===== config.mk =====
export PLATFORM = sky130hd
export DESIGN_NAME = uart_rx_byte
export DESIGN_NICKNAME = d
export VERILOG_FILES = /design/src/rtl/uart_rx_byte.sv
export SDC_FILE = /design/constraint.sdc
export NUM_CORES = 1
export LEC_CHECK = 0
export ABC_AREA = 1
export BUFFER_PORTS_ARGS = -buffer_cell sky130_fd_sc_hd__buf_2
export CORE_MARGIN = 10
export CORE_UTILIZATION = 61
export CTS_CLUSTER_DIAMETER = 100
export CTS_CLUSTER_SIZE = 25
export DETAILED_ROUTE_END_ITERATION = 16
export GPL_TIMING_DRIVEN = 0
export PLACE_DENSITY = 0.78
export SKIP_LAST_GASP = 1
export SLEW_MARGIN = 25
export SYNTH_ARGS = -nofsm -noshare
export SYNTH_HDL_FRONTEND = slang
export SYNTH_SLANG_ARGS = --single-unit

===== constraint.sdc =====
create_clock -name clk -period 2.9 [get_ports clk]
set_clock_uncertainty 0.05 [all_clocks]
set_input_delay 0.435 -clock clk [delete_from_list [all_inputs] [get_ports clk]]
set_output_delay 0.435 -clock clk [all_outputs]
set_load 0.005 [all_outputs]

===== src/rtl/uart_rx_byte.sv =====
// rtl/uart_rx_byte.sv - Oversampling UART receiver front end, 8N1 (8E1 with UART_RX_PARITY_EN)
//
// Optional feature macro: UART_RX_PARITY_EN (even parity bit between data and stop bits).
//
// Ports:
//   clk        in   system clock, rising edge
//   rst        in   asynchronous active-low reset
//   rx         in   serial line, idle high, asynchronous to clk
//   uart_data  out  last good byte, LSB received first
//   data_valid out  one-cycle strobe, uart_data updated this cycle
//   frame_err  out  one-cycle strobe, stop bit sampled low
//   parity_err out  one-cycle strobe, parity mismatch (constant 0 without the macro)

module uart_rx_byte #(
    parameter int CLK_FREQ   = 100_000_000,
    parameter int BAUD_RATE  = 115200,
    parameter int OVERSAMPLE = 16
) (
    input  logic       clk,
    input  logic       rst,
    input  logic       rx,
    output logic [7:0] uart_data,
    output logic       data_valid,
    output logic       frame_err,
    output logic       parity_err
);

    localparam int DIV   = (CLK_FREQ + BAUD_RATE * OVERSAMPLE / 2) / (BAUD_RATE * OVERSAMPLE);
    localparam int DIV_W = (DIV > 1) ? $clog2(DIV) : 1;
    localparam int OS_W  = $clog2(OVERSAMPLE);

    localparam logic [DIV_W-1:0] DIV_LAST  = DIV_W'(DIV - 1);
    localparam logic [OS_W-1:0]  OS_LAST   = OS_W'(OVERSAMPLE - 1);
    localparam logic [OS_W-1:0]  HALF_LAST = OS_W'(OVERSAMPLE / 2 - 1);

    typedef enum logic [2:0] {
        S_IDLE,
        S_START,
        S_DATA,
`ifdef UART_RX_PARITY_EN
        S_PARITY,
`endif
        S_STOP,
        S_BREAK
    } state_t;

    state_t           state_q, state_d;
    logic             rx_meta_q, rx_sync_q;
    logic [DIV_W-1:0] div_cnt_q, div_cnt_d;
    logic [OS_W-1:0]  smp_cnt_q, smp_cnt_d;
    logic [2:0]       bit_cnt_q, bit_cnt_d;
    logic [7:0]       shift_q, shift_d;
    logic [7:0]       data_q, data_d;
    logic             valid_q, valid_d;
    logic             ferr_q, ferr_d;
    logic [1:0]       boot_cnt_q, boot_cnt_d;
    logic             rx_s;
    logic             tick;
`ifdef UART_RX_PARITY_EN
    logic             par_q, par_d;
    logic             perr_q, perr_d;
`endif

    assign rx_s = rx_sync_q;
    assign tick = (div_cnt_q == DIV_LAST);

    // The synchronizer needs two clocks after reset before rx_s reflects the
    // line; boot_cnt_q == 2 marks the first meaningful sample, where a line
    // that is already low must not be mistaken for a start edge.
    assign boot_cnt_d = (boot_cnt_q == 2'd3) ? boot_cnt_q : boot_cnt_q + 1'b1;

    always_comb begin
        state_d   = state_q;
        div_cnt_d = tick ? '0 : div_cnt_q + 1'b1;
        smp_cnt_d = smp_cnt_q;
        bit_cnt_d = bit_cnt_q;
        shift_d   = shift_q;
        data_d    = data_q;
        valid_d   = 1'b0;
        ferr_d    = 1'b0;
`ifdef UART_RX_PARITY_EN
        par_d     = par_q;
        perr_d    = 1'b0;
`endif
        case (state_q)
            S_IDLE: begin
                if (boot_cnt_q == 2'd2 && !rx_s) begin
                    state_d = S_BREAK;
                end else if (boot_cnt_q == 2'd3 && !rx_s) begin
                    // Restart the baud divider so ticks are phase-aligned to the start edge.
                    state_d   = S_START;
                    div_cnt_d = '0;
                    smp_cnt_d = '0;
                end
            end
            S_START: begin
                if (tick) begin
                    if (smp_cnt_q == HALF_LAST) begin
                        smp_cnt_d = '0;
                        bit_cnt_d = '0;
                        state_d   = rx_s ? S_IDLE : S_DATA;
                    end else begin
                        smp_cnt_d = smp_cnt_q + 1'b1;
                    end
                end
            end
            S_DATA: begin
                if (tick) begin
                    if (smp_cnt_q == OS_LAST) begin
                        smp_cnt_d = '0;
                        shift_d   = {rx_s, shift_q[7:1]};
                        bit_cnt_d = bit_cnt_q + 1'b1;
                        if (bit_cnt_q == 3'd7) begin
`ifdef UART_RX_PARITY_EN
                            state_d = S_PARITY;
`else
                            state_d = S_STOP;
`endif
                        end
                    end else begin
                        smp_cnt_d = smp_cnt_q + 1'b1;
                    end
                end
            end
`ifdef UART_RX_PARITY_EN
            S_PARITY: begin
                if (tick) begin
                    if (smp_cnt_q == OS_LAST) begin
                        smp_cnt_d = '0;
                        par_d     = rx_s;
                        state_d   = S_STOP;
                    end else begin
                        smp_cnt_d = smp_cnt_q + 1'b1;
                    end
                end
            end
`endif
            S_STOP: begin
                if (tick) begin
                    if (smp_cnt_q == OS_LAST) begin
                        smp_cnt_d = '0;
                        if (rx_s) begin
`ifdef UART_RX_PARITY_EN
                            // Even parity: data plus parity bit must hold an even number of ones.
                            if (^{shift_q, par_q}) begin
                                perr_d = 1'b1;
                            end else begin
                                data_d  = shift_q;
                                valid_d = 1'b1;
                            end
`else
                            data_d  = shift_q;
                            valid_d = 1'b1;
`endif
                            // Leaving at mid-stop-bit gives half a bit of margin for a back-to-back start.
                            state_d = S_IDLE;
                        end else begin
                            ferr_d  = 1'b1;
                            state_d = S_BREAK;
                        end
                    end else begin
                        smp_cnt_d = smp_cnt_q + 1'b1;
                    end
                end
            end
            S_BREAK: begin
                if (rx_s) begin
                    state_d = S_IDLE;
                end
            end
            default: begin
                state_d = S_IDLE;
            end
        endcase
    end

    always_ff @(posedge clk or negedge rst) begin
        if (!rst) begin
            state_q    <= S_IDLE;
            rx_meta_q  <= 1'b1;
            rx_sync_q  <= 1'b1;
            div_cnt_q  <= '0;
            smp_cnt_q  <= '0;
            bit_cnt_q  <= '0;
            shift_q    <= '0;
            data_q     <= '0;
            valid_q    <= 1'b0;
            ferr_q     <= 1'b0;
            boot_cnt_q <= '0;
`ifdef UART_RX_PARITY_EN
            par_q      <= 1'b0;
            perr_q     <= 1'b0;
`endif
        end else begin
            state_q    <= state_d;
            rx_meta_q  <= rx;
            rx_sync_q  <= rx_meta_q;
            div_cnt_q  <= div_cnt_d;
            smp_cnt_q  <= smp_cnt_d;
            bit_cnt_q  <= bit_cnt_d;
            shift_q    <= shift_d;
            data_q     <= data_d;
            valid_q    <= valid_d;
            ferr_q     <= ferr_d;
            boot_cnt_q <= boot_cnt_d;
`ifdef UART_RX_PARITY_EN
            par_q      <= par_d;
            perr_q     <= perr_d;
`endif
        end
    end

    assign uart_data  = data_q;
    assign data_valid = valid_q;
    assign frame_err  = ferr_q;
`ifdef UART_RX_PARITY_EN
    assign parity_err = perr_q;
`else
    assign parity_err = 1'b0;
`endif

endmodule


# After elaboration in Yosys (flattened, before gate mapping)
# Index checks and enable logic that the tools add are counted.
# Widths: inputs -> output; s select.
# totals
elab_cells	86
input_bits	3
ff_bits	38
# classes
n_addsub	4
n_mux	37
eq_ne	22
n_reduce_logical	12
# op_table
operator	count
$mux 3	15
$mux 4	6
$mux 6	4
$ne 2x2->1 const B	10
$pmux 3 s5	1
$pmux 4 s3	1
$reduce_and 5->1	2
$reduce_and 9->1	1
$mux 1	8
$add 6x1->6 const B	1
$eq 3x2->1 const B	2
$eq 3x3->1 const B	2
$eq 6x6->1 const B	1
$pmux 3 s2	1
$add 4x1->4 const B	1
$eq 2x2->1 const B	2
$eq 4x3->1 const B	1
$eq 4x4->1 const B	1
$reduce_and 4->1	1
$add 3x1->3 const B	1
$eq 3x1->1 const B	1
$logic_not 3->1	1
$ne 3x3->1 const B	1
$reduce_and 3->1	1
8 further kinds	9

# Longest topological paths before layout
# logic_depth
word_depth	5
ltp_mapped	10

# Worst setup path before layout
# No wires, ideal clock.
# synth_path
path_type	flip-flop to flip-flop
startpoint	register div_cnt_q[1]
endpoint	register data_q[7] (netlist: uart_data[7])
setup_slack_ps	1438
period_less_slack_ps	1462
t_required_ps	2730
setup_ps	120
stages_incl_launch_ff	11
t_arrival_ps	1292
cell_sequence	dfrtp_1 inv_1 ha_1 nand2_1 nor2_2 nand2_4 nor2_2 nand2_2 buf_6 nand2_1 o21ai_2
# synth_between
elab_chain_cells	2
# synth_rtl
element	line_no	rtl
start: declaration	49	logic [DIV_W-1:0] div_cnt_q, div_cnt_d;
start signal: assignment	198	div_cnt_q <= div_cnt_d;
$eq 6x6->1	65	assign tick = (div_cnt_q == DIV_LAST);
$reduce_and 4->1 (no source line)	-	
end signal: assignment	202	data_q <= data_d;
end: declaration	53	logic [7:0] data_q, data_d;
# Every way passes these cells.
# A chain may end at the register's enable or synchronous reset.

# Worst setup path in the final report
# layout_path
startpoint	register smp_cnt_q[0]
endpoint	register shift_q[6]
# layout_between
elab_chain_cells	2
# layout_rtl
element	line_no	rtl
start: declaration	50	logic [OS_W-1:0] smp_cnt_q, smp_cnt_d;
start signal: assignment	199	smp_cnt_q <= smp_cnt_d;
$eq 4x4->1	109	if (smp_cnt_q == OS_LAST) begin
$reduce_and 3->1 (no source line)	-	
end signal: assignment	201	shift_q <= shift_d;
end: declaration	52	logic [7:0] shift_q, shift_d;
# Every way passes these cells.

==> results.yml <==
timing:
  rsz0062_at_grt: "false"
  setup_viol: 0
  finalHoldViolCount: 0
  slew_headroom_pct: 45.4
  worst_slack_ns: 1.28
  period_share_pct: 56.0
  tightestPinTransition_ns: 0.818
  setup-tns-final_ns: 0
  period_minus_slack_ns: 1.62
  max_freq_ghz: 0.616
  finalMaxSlewViolations: 0
route:
  highest_layer: "met4"
  firstDrtPassIters: 4
  drc: 0
  vias_per_cell: 5.01
  wl_met1_microns: 1580
  vias: 1457
  first_iter_violations: 134
  ant_nets: 0
  wl_per_cell_microns: 11.5
  drt_wl_total_microns: 3350
  wl_met3_microns: 157
  met2_length_microns: 1540
yosys:
  ys_top_cells_by_area: "dfrtp_1 46%, nand2_1 11%, o21ai_2 6.7%"
  synthArstFlopShare_pct: 100
  syn_avg_cell_area_sq_um: 8.63
  ys_seq_elements: 38
  syn_inst: 227
  synth_edf_count: 0
  yosysSeqAreaShare_pct: 48.7
  synth_top_area_share_pct: 46.0
  yosys.area.top_type: "dfrtp_1"
  ys.warnings.count: 0
  syn-cell-area_sq_um: 1960
  synthDistinctLibCells: 28
  syn_nets: 237
  synth-main-ff-cell: "dfrtp_1"
clock_network:
  cts.repair.resized: 0
  clock_latency_ns: 0.36
  clk_path_buf_depth: 2
  cts_made_buffers: 5
  clkTransAtPathRegs_ns: 0.12
  cts_tree: "built"
  cts_max_level: 2
  cts_hold_buf: 0
  cts_root_buf: "clkbuf_4"
  cts_setup_buffers: 0
  cts.sinks: 38
placed_design:
  globalplace.congestion: 0.895
  preCtsSetupSlack_ns: 1.29
  dp.cells: 283
  dp_hpwl_microns: 2480
  portBuffers: 12
  place_area_sq_um: 2070
global_routing:
  antenna_found_initial: 0
  overflow: 0
  grt_first_pass_wirelength_microns: 6310
  grt_use_total_pct: 12.9
  grt_pass1_vias: 1433
  grt_max_degree: 39
pwr:
  cellInternalPower_w: 0.000863
  finalPower_w: 0.00140
  p_seq_share_pct: 48.0
  irDropWorstVdd_mv: 0.523
  switching_share_pct: 38.6
  p_leak_nw: 1.10
  comb_power_share_pct: 30.8
  power_switching_w: 0.000542
  clock_power_share_pct: 21.1
  powerDensity_nw_per_um2: 657
layout:
  fill_cells: 273
  antenna_cells: 0
  fin_cells: 291
  multiInputGateArea_sq_um: 870
  layout-drive-gt1-share_pct: 22.7
  ff_latch_area_sq_um: 953
  finalNetCount: 256
  stdcell_area_sq_um: 2140
  area_delta_synth_final_pct: 9.14
worst_setup_path:
  cp-end-kind: "flip-flop"
  crit_type: "flip-flop to flip-flop"
  cp-start-kind: "flip-flop"
  timing.rr.start: "smp_cnt_q[0]"
  cp_max_fo: 10
  r2r-end: "shift_q[6]"
  crit_arrival_ns: 1.83
  reg2regPathDepth: 7
  regToRegSetupSlack_ns: 1.28
  required_ns: 3.10
outcome:
  status: "complete, no violations"
floorplan:
  core-area_sq_um: 3050
  initial_core_util_pct: 64.1
  floorplan.die.width_microns: 76.7
  pin_count: 14
  dieArea_sq_um: 5880
  rows: 20
  die_h_microns: 76.7
min_path:
  hp-class: "input pin to asynchronous set/reset pin"
job:
  drv_cap: 0
[how the worst max path moves through the flow]
stage / startpoint / endpoint / slack, ns / cells after the start
floorplan: div_cnt_q[1] / uart_data[7] / 1.44 / 10
global placement: div_cnt_q[1] / uart_data[7] / 1.29 / 10
detailed placement: div_cnt_q[1] / uart_data[7] / 1.29 / 10
CTS: div_cnt_q[1] / uart_data[7] / 1.27 / 10
global route: smp_cnt_q[0] / bit_cnt_q[0] / 1.10 / 8
finish: smp_cnt_q[0] / shift_q[6] / 1.28 / 7
[critical path, cell delays in order (launching register included)]
cell     delay [ns]
dfrtp_1        0.44
ha_1           0.25
nand3_2        0.15
inv_1          0.12
nand3_2        0.17
buf_6          0.21
nand2_1        0.07
o21ai_2        0.05
[sequential cells by signal (all words and copies together) (netlist names)]
name / cells
state_q: 3
shift_q: 8
bit_cnt_q: 3
data_valid: 1
uart_data: 8
smp_cnt_q: 4
rx_meta_q: 1
frame_err: 1
boot_cnt_q: 2
rx_s: 1
div_cnt_q: 6
[cells in the final DEF, fill, tap and decap left out, types with 2 or more instances in the layout]
master    count
buf_2        12
buf_6         2
clkbuf_4      5
dfrtp_1      36
dfstp_2       2
ha_1          7
inv_1        26
inv_2         2
nand2_1      59
nand2_2       2
nand3_1      16
nand3_2       2
nand4_1       4
nor2_1       23
nor2_2        4
nor2_4        2
nor3_1        3
o21ai_0       9
o21ai_2      15
xnor2_1       3
[synth_stat cells (3+ instances only)]
cell	instances
nand2_1	59
dfrtp_1	36
inv_1	26
nor2_1	23
nand3_1	16
o21ai_2	15
o21ai_0	9
ha_1	7
nand4_1	4
nor2_2	4
nor3_1	3
xnor2_1	3
[cells by family (layout without fill, tap and decap cells)]
| group | Yosys count | count (layout) | synth area share, % |
|---|---|---|---|
| buf+inv | 31 | 51 | 6.90 |
| flops | 38 | 38 | 48.7 |
| xor+xnor | 4 | 4 | 1.79 |
| fa+ha+maj | 7 | 7 | 4.47 |
| compound gates | 28 | 28 | 10.5 |
| simple gates | 118 | 118 | 27.4 |
| other cells | 1 | 1 | 0.192 |
[per-layer routing]
metal | vias up | GRT usage, %
li1 | 758 | -
met1 | 667 | 14.8
met2 | 26 | 21.2
met3 | 6 | 4.43
met4 | 0 | 5.58
met5 | - | 0
[final cells by class]
| class | instances | share of cell area, % |
|---|---|---|
| clock inverter | 2 | 0.585 |
| inverter | 28 | 4.92 |
| tap | 44 | 2.58 |
| timing repair buffer | 12 | 2.81 |
| multi-input combinational | 158 | 40.7 |
| clock buffer | 6 | 2.40 |
| sequential | 38 | 44.6 |
| buffer | 3 | 1.41 |
[metrics by stage]
| stage | hold slack (ns) | utilization, % |
|---|---|---|
| 2_1_floorplan | 0.0894 | - |
| 3_3_place_gp | 0.296 | 67.9 |
| 3_5_place_dp | 0.297 | 67.9 |
| 4_1_cts | 0.0974 | 70.0 |
| 5_1_grt | 0.0857 | 70.0 |
| 6_report | 0.0922 | 70.0 |
[power by group through the flow]
stage | registers, W | logic [W] | clock network, W
final | 0.000675 | 0.000433 | 0.000297
after global routing | 0.000689 | 0.000509 | 0.000336
after CTS | 0.000674 | 0.000436 | 0.000311
after detailed placement | 0.000684 | 0.000434 | 0
after global placement | 0.000682 | 0.000427 | 0
after floorplan | 0.000666 | 0.000353 | 0
Power figures use the tool's default switching activity.
